<file path="src/rtl/enemy_fire_scheduler.sv">
`default_nettype none
// ============================================================================
// Module   : enemy_fire_scheduler
// Brief    : Rate-timed, LFSR-seeded pick of a living enemy; issues a one-hot
//            fire pulse and caps the number of enemy shots in flight.
//            Optional statistics outputs when ENEMY_FIRE_STATS_EN is defined.
// Revision : 1.0 - initial release
// ============================================================================
module enemy_fire_scheduler #(
    parameter int          N_ENEMY   = 24,
    parameter int          DELAY     = 100000,
    parameter int          MAX_SHOTS = 2,
    parameter logic [15:0] LFSR_SEED = 16'hACE1
) (
    input  logic                               clk,
    input  logic                               reset,
    input  logic                               enable,
    input  logic [N_ENEMY-1:0]                 enemy_vivos,
    input  logic                               shot_done,
    output logic [N_ENEMY-1:0]                 ID_enemy_tiro,
    output logic                               fire_valid,
    output logic [$clog2(N_ENEMY)-1:0]         fire_idx,
    output logic [$clog2(MAX_SHOTS+1)-1:0]     shots_active,
    output logic                               busy
`ifdef ENEMY_FIRE_STATS_EN
    ,
    output logic [15:0]                        shots_fired,
    output logic [$clog2(N_ENEMY+1)-1:0]       scan_max
`endif
);

    localparam int c_IDX_W = $clog2(N_ENEMY);
    localparam int c_CNT_W = $clog2(N_ENEMY+1);
    localparam int c_SA_W  = $clog2(MAX_SHOTS+1);
    localparam int c_TMR_W = $clog2(DELAY);

    localparam logic [c_TMR_W-1:0] c_TMR_LAST = c_TMR_W'(DELAY-1);
    localparam logic [c_IDX_W-1:0] c_IDX_LAST = c_IDX_W'(N_ENEMY-1);
    localparam logic [c_CNT_W-1:0] c_CNT_FULL = c_CNT_W'(N_ENEMY);
    localparam logic [c_SA_W-1:0]  c_SA_MAX   = c_SA_W'(MAX_SHOTS);

    typedef enum logic [1:0] {
        S_WAIT = 2'd0,
        S_PICK = 2'd1,
        S_SCAN = 2'd2,
        S_FIRE = 2'd3
    } state_t;

    state_t               r_state, w_state_nxt;
    logic [c_TMR_W-1:0]   r_timer, w_timer_nxt;
    logic [15:0]          r_lfsr, w_lfsr_nxt;
    logic [c_IDX_W-1:0]   r_idx, w_idx_nxt, w_pick_idx;
    logic [c_CNT_W-1:0]   r_scan_cnt, w_scan_cnt_nxt, w_scan_inc;
    logic [c_SA_W-1:0]    r_shots, w_shots_nxt;
    logic [N_ENEMY-1:0]   r_id, w_id_nxt;
    logic                 r_fire_v, w_fire_v_nxt;
    logic [c_IDX_W-1:0]   r_fire_idx, w_fire_idx_nxt;
    logic                 w_fire;

    assign w_lfsr_nxt = {r_lfsr[14:0], r_lfsr[15] ^ r_lfsr[13] ^ r_lfsr[12] ^ r_lfsr[10]};
    assign w_pick_idx = c_IDX_W'(32'(r_lfsr[7:0]) % N_ENEMY);
    assign w_scan_inc = r_scan_cnt + 1'b1;
    assign w_fire     = (r_state == S_FIRE);

    always_comb begin
        w_state_nxt    = r_state;
        w_timer_nxt    = r_timer;
        w_idx_nxt      = r_idx;
        w_scan_cnt_nxt = r_scan_cnt;
        w_id_nxt       = '0;
        w_fire_v_nxt   = 1'b0;
        w_fire_idx_nxt = '0;
        case (r_state)
            S_WAIT: begin
                // Timer parks at its last value until a shot may be issued
                if (r_timer == c_TMR_LAST) begin
                    if (enable && (r_shots < c_SA_MAX) && (|enemy_vivos))
                        w_state_nxt = S_PICK;
                end else if (enable) begin
                    w_timer_nxt = r_timer + 1'b1;
                end
            end
            S_PICK: begin
                if (!enable) begin
                    w_state_nxt = S_WAIT;
                end else begin
                    w_idx_nxt      = w_pick_idx;
                    w_scan_cnt_nxt = '0;
                    w_state_nxt    = S_SCAN;
                end
            end
            S_SCAN: begin
                if (!enable) begin
                    w_state_nxt = S_WAIT;
                end else if (enemy_vivos[r_idx]) begin
                    w_state_nxt    = S_FIRE;
                    w_id_nxt       = N_ENEMY'(1) << r_idx;
                    w_fire_v_nxt   = 1'b1;
                    w_fire_idx_nxt = r_idx;
                end else begin
                    w_idx_nxt      = (r_idx == c_IDX_LAST) ? '0 : r_idx + 1'b1;
                    w_scan_cnt_nxt = w_scan_inc;
                    // Every slot probed dead: give up this attempt
                    if (w_scan_inc == c_CNT_FULL) begin
                        w_state_nxt = S_WAIT;
                        w_timer_nxt = '0;
                    end
                end
            end
            S_FIRE: begin
                w_timer_nxt = '0;
                w_state_nxt = S_WAIT;
            end
            default: w_state_nxt = S_WAIT;
        endcase
    end

    always_comb begin
        w_shots_nxt = r_shots;
        if (w_fire && !shot_done)
            w_shots_nxt = r_shots + 1'b1;
        else if (!w_fire && shot_done && (r_shots != '0))
            w_shots_nxt = r_shots - 1'b1;
    end

    always_ff @(posedge clk) begin
        if (!reset) begin
            r_state    <= S_WAIT;
            r_timer    <= '0;
            r_lfsr     <= LFSR_SEED;
            r_idx      <= '0;
            r_scan_cnt <= '0;
            r_shots    <= '0;
            r_id       <= '0;
            r_fire_v   <= 1'b0;
            r_fire_idx <= '0;
        end else begin
            r_state    <= w_state_nxt;
            r_timer    <= w_timer_nxt;
            r_lfsr     <= w_lfsr_nxt;
            r_idx      <= w_idx_nxt;
            r_scan_cnt <= w_scan_cnt_nxt;
            r_shots    <= w_shots_nxt;
            r_id       <= w_id_nxt;
            r_fire_v   <= w_fire_v_nxt;
            r_fire_idx <= w_fire_idx_nxt;
        end
    end

    assign ID_enemy_tiro = r_id;
    assign fire_valid    = r_fire_v;
    assign fire_idx      = r_fire_idx;
    assign shots_active  = r_shots;
    assign busy          = (r_state == S_PICK) || (r_state == S_SCAN);

`ifdef ENEMY_FIRE_STATS_EN
    logic [15:0]        r_shots_fired;
    logic [c_CNT_W-1:0] r_scan_max;

    always_ff @(posedge clk) begin
        if (!reset) begin
            r_shots_fired <= '0;
            r_scan_max    <= '0;
        end else begin
            if (w_fire && (r_shots_fired != 16'hFFFF))
                r_shots_fired <= r_shots_fired + 1'b1;
            // A scan completes on a hit or on exhaustion; aborts do not count
            if ((r_state == S_SCAN) && enable) begin
                if (enemy_vivos[r_idx]) begin
                    if (r_scan_cnt > r_scan_max)
                        r_scan_max <= r_scan_cnt;
                end else if (w_scan_inc == c_CNT_FULL) begin
                    r_scan_max <= c_CNT_FULL;
                end
            end
        end
    end

    assign shots_fired = r_shots_fired;
    assign scan_max    = r_scan_max;
`endif

endmodule
`default_nettype wire

</file>
<file path="config.mk">
export PLATFORM = sky130hd
export DESIGN_NAME = enemy_fire_scheduler
export DESIGN_NICKNAME = d
export VERILOG_FILES = /design/src/rtl/enemy_fire_scheduler.sv
export SDC_FILE = /design/constraint.sdc
export NUM_CORES = 1
export LEC_CHECK = 0
export BUFFER_PORTS_ARGS = -buffer_cell sky130_fd_sc_hd__buf_4
export CORE_ASPECT_RATIO = 1.75
export CORE_MARGIN = 2
export CORE_UTILIZATION = 40
export CTS_CLUSTER_SIZE = 25
export DETAILED_ROUTE_END_ITERATION = 10
export GPL_ROUTABILITY_DRIVEN = 1
export PLACE_DENSITY = 0.6
export SLEW_MARGIN = 25
export SYNTH_ARGS = -nofsm -noshare
export SYNTH_HDL_FRONTEND = slang
export SYNTH_SLANG_ARGS = --single-unit
</file>
<file path="constraint.sdc">
create_clock -name clk -period 5.59 [get_ports clk]
set_input_delay 1.3975 -clock clk [delete_from_list [all_inputs] [get_ports clk]]
set_output_delay 1.3975 -clock clk [all_outputs]
set_load 0.005 [all_outputs]
</file>
# Word level (Yosys, flattened, before mapping)
# Index checks and enable logic that the tools add are counted.
dict set report op_classes {
  reduce_logical 19
  n_lt_le_gt_ge 2
  shift 1
  bitwise 3
  n_eq_ne 15
  n_addsub 5
  n_mux 27
  div 1
}
# operator count
set op_table {}
lappend op_table {{$mux 17} 5}
lappend op_table {{$pmux 17 s3} 1}
lappend op_table {{$mux 5} 7}
lappend op_table {{$mod 8x5->32 const B} 1}
lappend op_table {{$reduce_or 24->1} 1}
lappend op_table {{$shl 1x5->24 const A} 1}
lappend op_table {{$pmux 5 s2} 2}
lappend op_table {{$add 17x1->17 const B} 1}
lappend op_table {{$eq 17x17->1 const B} 1}
lappend op_table {{$mux 2} 8}
lappend op_table {{$ne 2x2->1 const B} 8}
lappend op_table {{$add 5x1->5 const B} 2}
lappend op_table {{$eq 5x5->1 const B} 2}
lappend op_table {{$pmux 2 s4} 1}
lappend op_table {{$reduce_and 4->1} 2}
lappend op_table {{$lt 5x6->1 const B} 1}
lappend op_table {{$reduce_and 3->1} 2}
lappend op_table {{$reduce_and 6->1} 1}
lappend op_table {{$reduce_bool 2->1} 3}
lappend op_table {{$bmux 1 s5} 1}
lappend op_table {{$logic_and 1x1->1} 5}
lappend op_table {{$eq 2x2->1 const B} 2}
lappend op_table {{$ne 4x4->1 const B} 1}
lappend op_table {{$reduce_bool 3->1} 1}
lappend op_table {{9 further kinds} 13}
dict set report totals {
  wordCells 82
  output_inout_bits 33
  ff_bits 77
  input_bits 28
}

# Longest topological paths before layout
dict set report depth {
  depth_word 6
  ltp_mapped 9
  ltp_nobuf 8
}

# Least setup slack after synthesis
# Ideal clock, no wire load.
dict set report synth_path {
  path_kind {input port to flip-flop}
  from {input port enemy_vivos[19]}
  to {register r_timer[7]}
  setup_slack_ns 2.337
  arrival_time_ns 3.125
  stages 7
  t_required_ns 5.462
  setup_time_ns 0.128
  path_cell_list {mux4_2 > or2_1 > a32oi_4 > a31oi_4 > buf_6 > o41ai_1 > a21oi_1}
}
dict set report synth_between {
  elab_chain_len 4
}
# item line_no
set synth_rtl {}
lappend synth_rtl {{start, declared} 18} ;# input logic [N_ENEMY-1:0] enemy_vivos,
lappend synth_rtl {{$bmux 1 s5} 95} ;# end else if (enemy_vivos[r_idx]) begin
lappend synth_rtl {{$mux 1 (not written as such)} 95}
lappend synth_rtl {{$ne 2x2->1 (no source line)} n/a}
lappend synth_rtl {{$reduce_and 6->1 (no source line)} n/a}
lappend synth_rtl {{end signal, assigned} 139} ;# r_timer <= w_timer_nxt;
lappend synth_rtl {{end, declared} 50} ;# logic [c_TMR_W-1:0] r_timer, w_timer_nxt;
# Every way passes these cells. The select of a mux whose other input is x is not followed.
# A chain may end at the register's enable or synchronous reset.

# Worst setup path in the final report
dict set report layout_path {
  from {input port enemy_vivos[19]}
  to {register r_timer[15]}
}
# Same word-level chain as after synthesis.

==> results <==
- The run finished with clean final reports.
- The count of distinct cell types in the synthesized netlist is 63.
- STA classifies the critical path startpoint as an input pin.
- The sum of routed wire length over all layers is roughly 9000 µm.
- Clock latency on the worst-skew pair, taken at its later pin, is 340 ps.
- The worst setup path is of the in2reg kind.
- STA classifies the critical path endpoint as a flop.
- CTS placed an instance of clkbuf_16 at the clock tree root.
- Between clock sinks in the finished design, the worst skew comes to 8.76 ps.
- The number of buffers created by CTS is 9.
- Buffers inserted to repair hold after CTS numbered 0.
- The number of antenna repair diodes is 0.
- In the synthesized netlist the dominant register cell turns out to be dfxtp_1.
- The overall track demand over capacity in global routing is 18.7%.
- The number of enable-type register cells in the synthesized netlist is 0.
- The actual slew at the worst max-slew pin is 753 ps.
- The clock passes through at most 2 buffers.
- The total core area is ~9000 µm².
- The delay of the slowest cell on the worst path is 640 ps.
- The vias after detailed routing is 3270.
- The area fraction of the dominant cell type after synthesis is 41.8%.
- The finished cells cover 4490 µm².
- The clock tree synthesis step divided the H-tree into 3 levels.
- A synthesized cell averages 8.87 µm².
- The average routed wire per standard cell is 15.2 µm.
- The worst slew slack as a fraction of its limit is approximately 50%.
- The cell area that synthesis handed to floorplanning was 3690 µm².
- IR analysis of the VDD net gives a maximum drop of between 0.00015 and 0.0002 V.
- The remaining number of nets flagged by the antenna check after routing is 0.
- The number of instances in the synthesized netlist is about 420.
- 61 I/O pins were placed.
- The path class of the lowest-slack min-delay path is reg2reg.
- The worst path buffer plus inverter count is 1.
- The area enclosed by the die boundary is about 10000 µm².
- The total placed instance area is 4200 µm².
- In the layout the commonest cells are dfxtp_1 (77), buf_4 (60), nand2_1 (37), nor2_1 (37), a21oi_1 (25).
- After clock tree synthesis, the setup repair step added 0 buffers.
- The largest fanout on the critical path is 17.
- Of the total power, the share spent switching nets is 26.1%.
- From synthesis to final layout, the design area changed by 21.6%.
- The fmax is 292 MHz.
- Max-cap violations in this run came to 0.
- TritonCTS built the clock tree.
- Data arrives at the worst endpoint at 3670 ps.
- The most common cell after layout, fill and taps aside is dfxtp_1.
- Setup violations remaining at the end of the flow were counted as 0.
- Gates resized during post-CTS repair numbered 0.
- The number of nets in the synthesized netlist is about 460.
- The cell type with the largest total area after synthesis is dfxtp_1.
- Counting flops with an async set or reset pin after synthesis yields a share of 0%.
- The worst path needs 3430 ps of the cycle, external delays included.
- Of the cells placed in the final design, the portion with a size suffix greater than 1 is 19.7%.
- Yosys printed 0 warnings.
- After clock tree synthesis, the clock-pin slew on the worst setup and hold paths is about 60 ps.
- The family with the most delay on the worst path is compound AO/OA/AOI/OAI gates.
- In the post-synthesis netlist, the biggest area contributors are dfxtp_1 (42%), ha_1 (4.4%), nand2_1 (3.8%).
- The count of port buffers added during placement is 60.
- The hold violation count in the final report was 0.
- The number of placed instances with taps included is between 500 and 600.
- The first detailed-routing pass ran for 4 iterations.
- The via count of the first global-routing pass is 3127.
- The number of max-slew violations in the final report is 0.
- The internal portion of the total power is 936 µW.
- The initialized floorplan defines 46 standard-cell rows.
- In the final timing run, aggregate negative setup slack is 0 ps.
- The number of storage elements in the synthesis netlist is 77.
- The total congestion overflow is 0.
- The share of total power dissipated in sequential elements is 45.9%.
- For this run, the register share of the synthesized area comes to 41.8%.
- The clock network fraction of design power is roughly 44%.
- The initial antenna violation count came to 0.
- Summed over all nets, the switching power comes to 331 µW.
- For this run, design rule violations remaining after detail routing come to 0.
- Using the TritonRoute via totals, the vias-per-cell ratio works out to around 5.5.
- On the critical path, the stage with the largest delay is an instance of o21ai_2.
- The number of nets in the finished design is 509.
- The floorplan die width is 76.6 µm.
- Detailed placement ended at an HPWL of 6710 µm.
- Setup repair after global routing left no endpoint under its margin.
- After the first detailed-routing iteration, the DRC count stood at 143.
- The data required time at the worst endpoint is 5830 ps.
- The tree built by TritonCTS fans out to 77 sinks.
- The share of total power dissipated in combinational logic is about a tenth.
- Entering global routing, the biggest net connects 29 pins.
- The final cell count without fillers is 593.
- The effective utilization at floorplan is 40.8%.
- In this run the static leakage power is 0.00167 µW.
- For this design the ratio of total power to cell area is 283 nW/µm².
- The first-pass GRT wire length is 14800 µm.
- Dividing the final minimum period by the clock period gives 61.4%.
- Across all setup checks in the final design, the least slack found is 2160 ps.
- The die height is 131 µm.
- The utilization after layout is 49.6%.
- The placer congestion estimate is 0.819.
- Timing analysis after detailed placement gives a worst setup slack of 1810 ps.
- Traced cell by cell, the critical path runs through buf_4, mux4_2, or2_1, a32oi_4, a41oi_1, o21ai_2, o21ba_2.
## path summary, 6_finish.rpt
kind / from / endpoint / slack, ps / cells after the start
max: enemy_vivos[19] / r_timer[15] / 2160 / 7
min: r_lfsr[14] / r_lfsr[15] / 410 / 1
max reg2reg: r_idx[0] / r_timer[15] / 2480 / 6
min reg2reg: r_lfsr[14] / r_lfsr[15] / 410 / 1
## worst register-to-register path, delay by kind of cell, from the launching register on
kind            cells  cell delay (ps)
simple gates        1              270
compound gates      4             1430
flops               1              720
mux                 1              600
## metrics by stage
step	hold WS (ps)	total power, µW
after floorplan	386	679
after global placement	397	717
after detailed placement	391	720
after CTS	406	1280
after global routing	419	1320
final	405	1270
## power groups by stage
stage / Clock [µW] / Combinational (µW) / Sequential, µW
2_1_floorplan: 0 / 97.4 / 582
3_3_place_gp: 0 / 124 / 593
3_5_place_dp: 0 / 126 / 594
4_1_cts: 571 / 127 / 582
5_1_grt: 596 / 139 / 584
6_report: 560 / 126 / 582
## final cells by class
type | count | area (µm²)
inverters | 19 | 71.3
clock inverters | 6 | 51.3
well taps | 120 | 150
flip-flops and latches | 77 | 1540
repair buffers | 60 | 450
clock buffers | 10 | 239
fillers | 870 | 4550
multi-input cells | 301 | 1980
## state kept, by name, indices dropped and copies added (netlist names)
name,flops
ID_enemy_tiro,24
fire_idx,5
fire_valid,1
r_idx,5
r_lfsr,16
r_scan_cnt,5
r_state,2
r_timer,17
shots_active,2
## Yosys cell counts (5+ instances only)
master,number
dfxtp_1,77
nand2_1,37
nor2_1,37
a21oi_1,25
inv_1,18
o21ai_0,18
nand3_1,16
ha_1,13
and2_1,11
clkbuf_1,11
nand2b_1,11
nor2b_1,11
nor4_1,11
or4_1,10
a31oi_1,7
mux2i_1,7
or3_1,7
nand4_1,6
o31ai_1,6
a211oi_1,5
## logic make-up (layout without fill, tap and decap cells)
group,count (synthesis),after routing,share of synthesized area [%]
simple gates,178,178,26.0
fa+ha+maj,13,13,4.41
flops,77,77,41.8
compound gates,96,96,18.7
buf+inv,38,95,4.51
xor+xnor,4,4,0.950
mux,10,10,3.73
## metal layers
layer / track usage [%] / vias up / part of all wire [%]
met5: 0 / - / 0
met4: 8.56 / 0 / 2.3
met3: 3.56 / 17 / 3.7
met2: 37.4 / 89 / 55
met1: 18.5 / 1536 / 39
li1: - / 1628 / -
No activity file was read; power rests on OpenSTA's default activity.
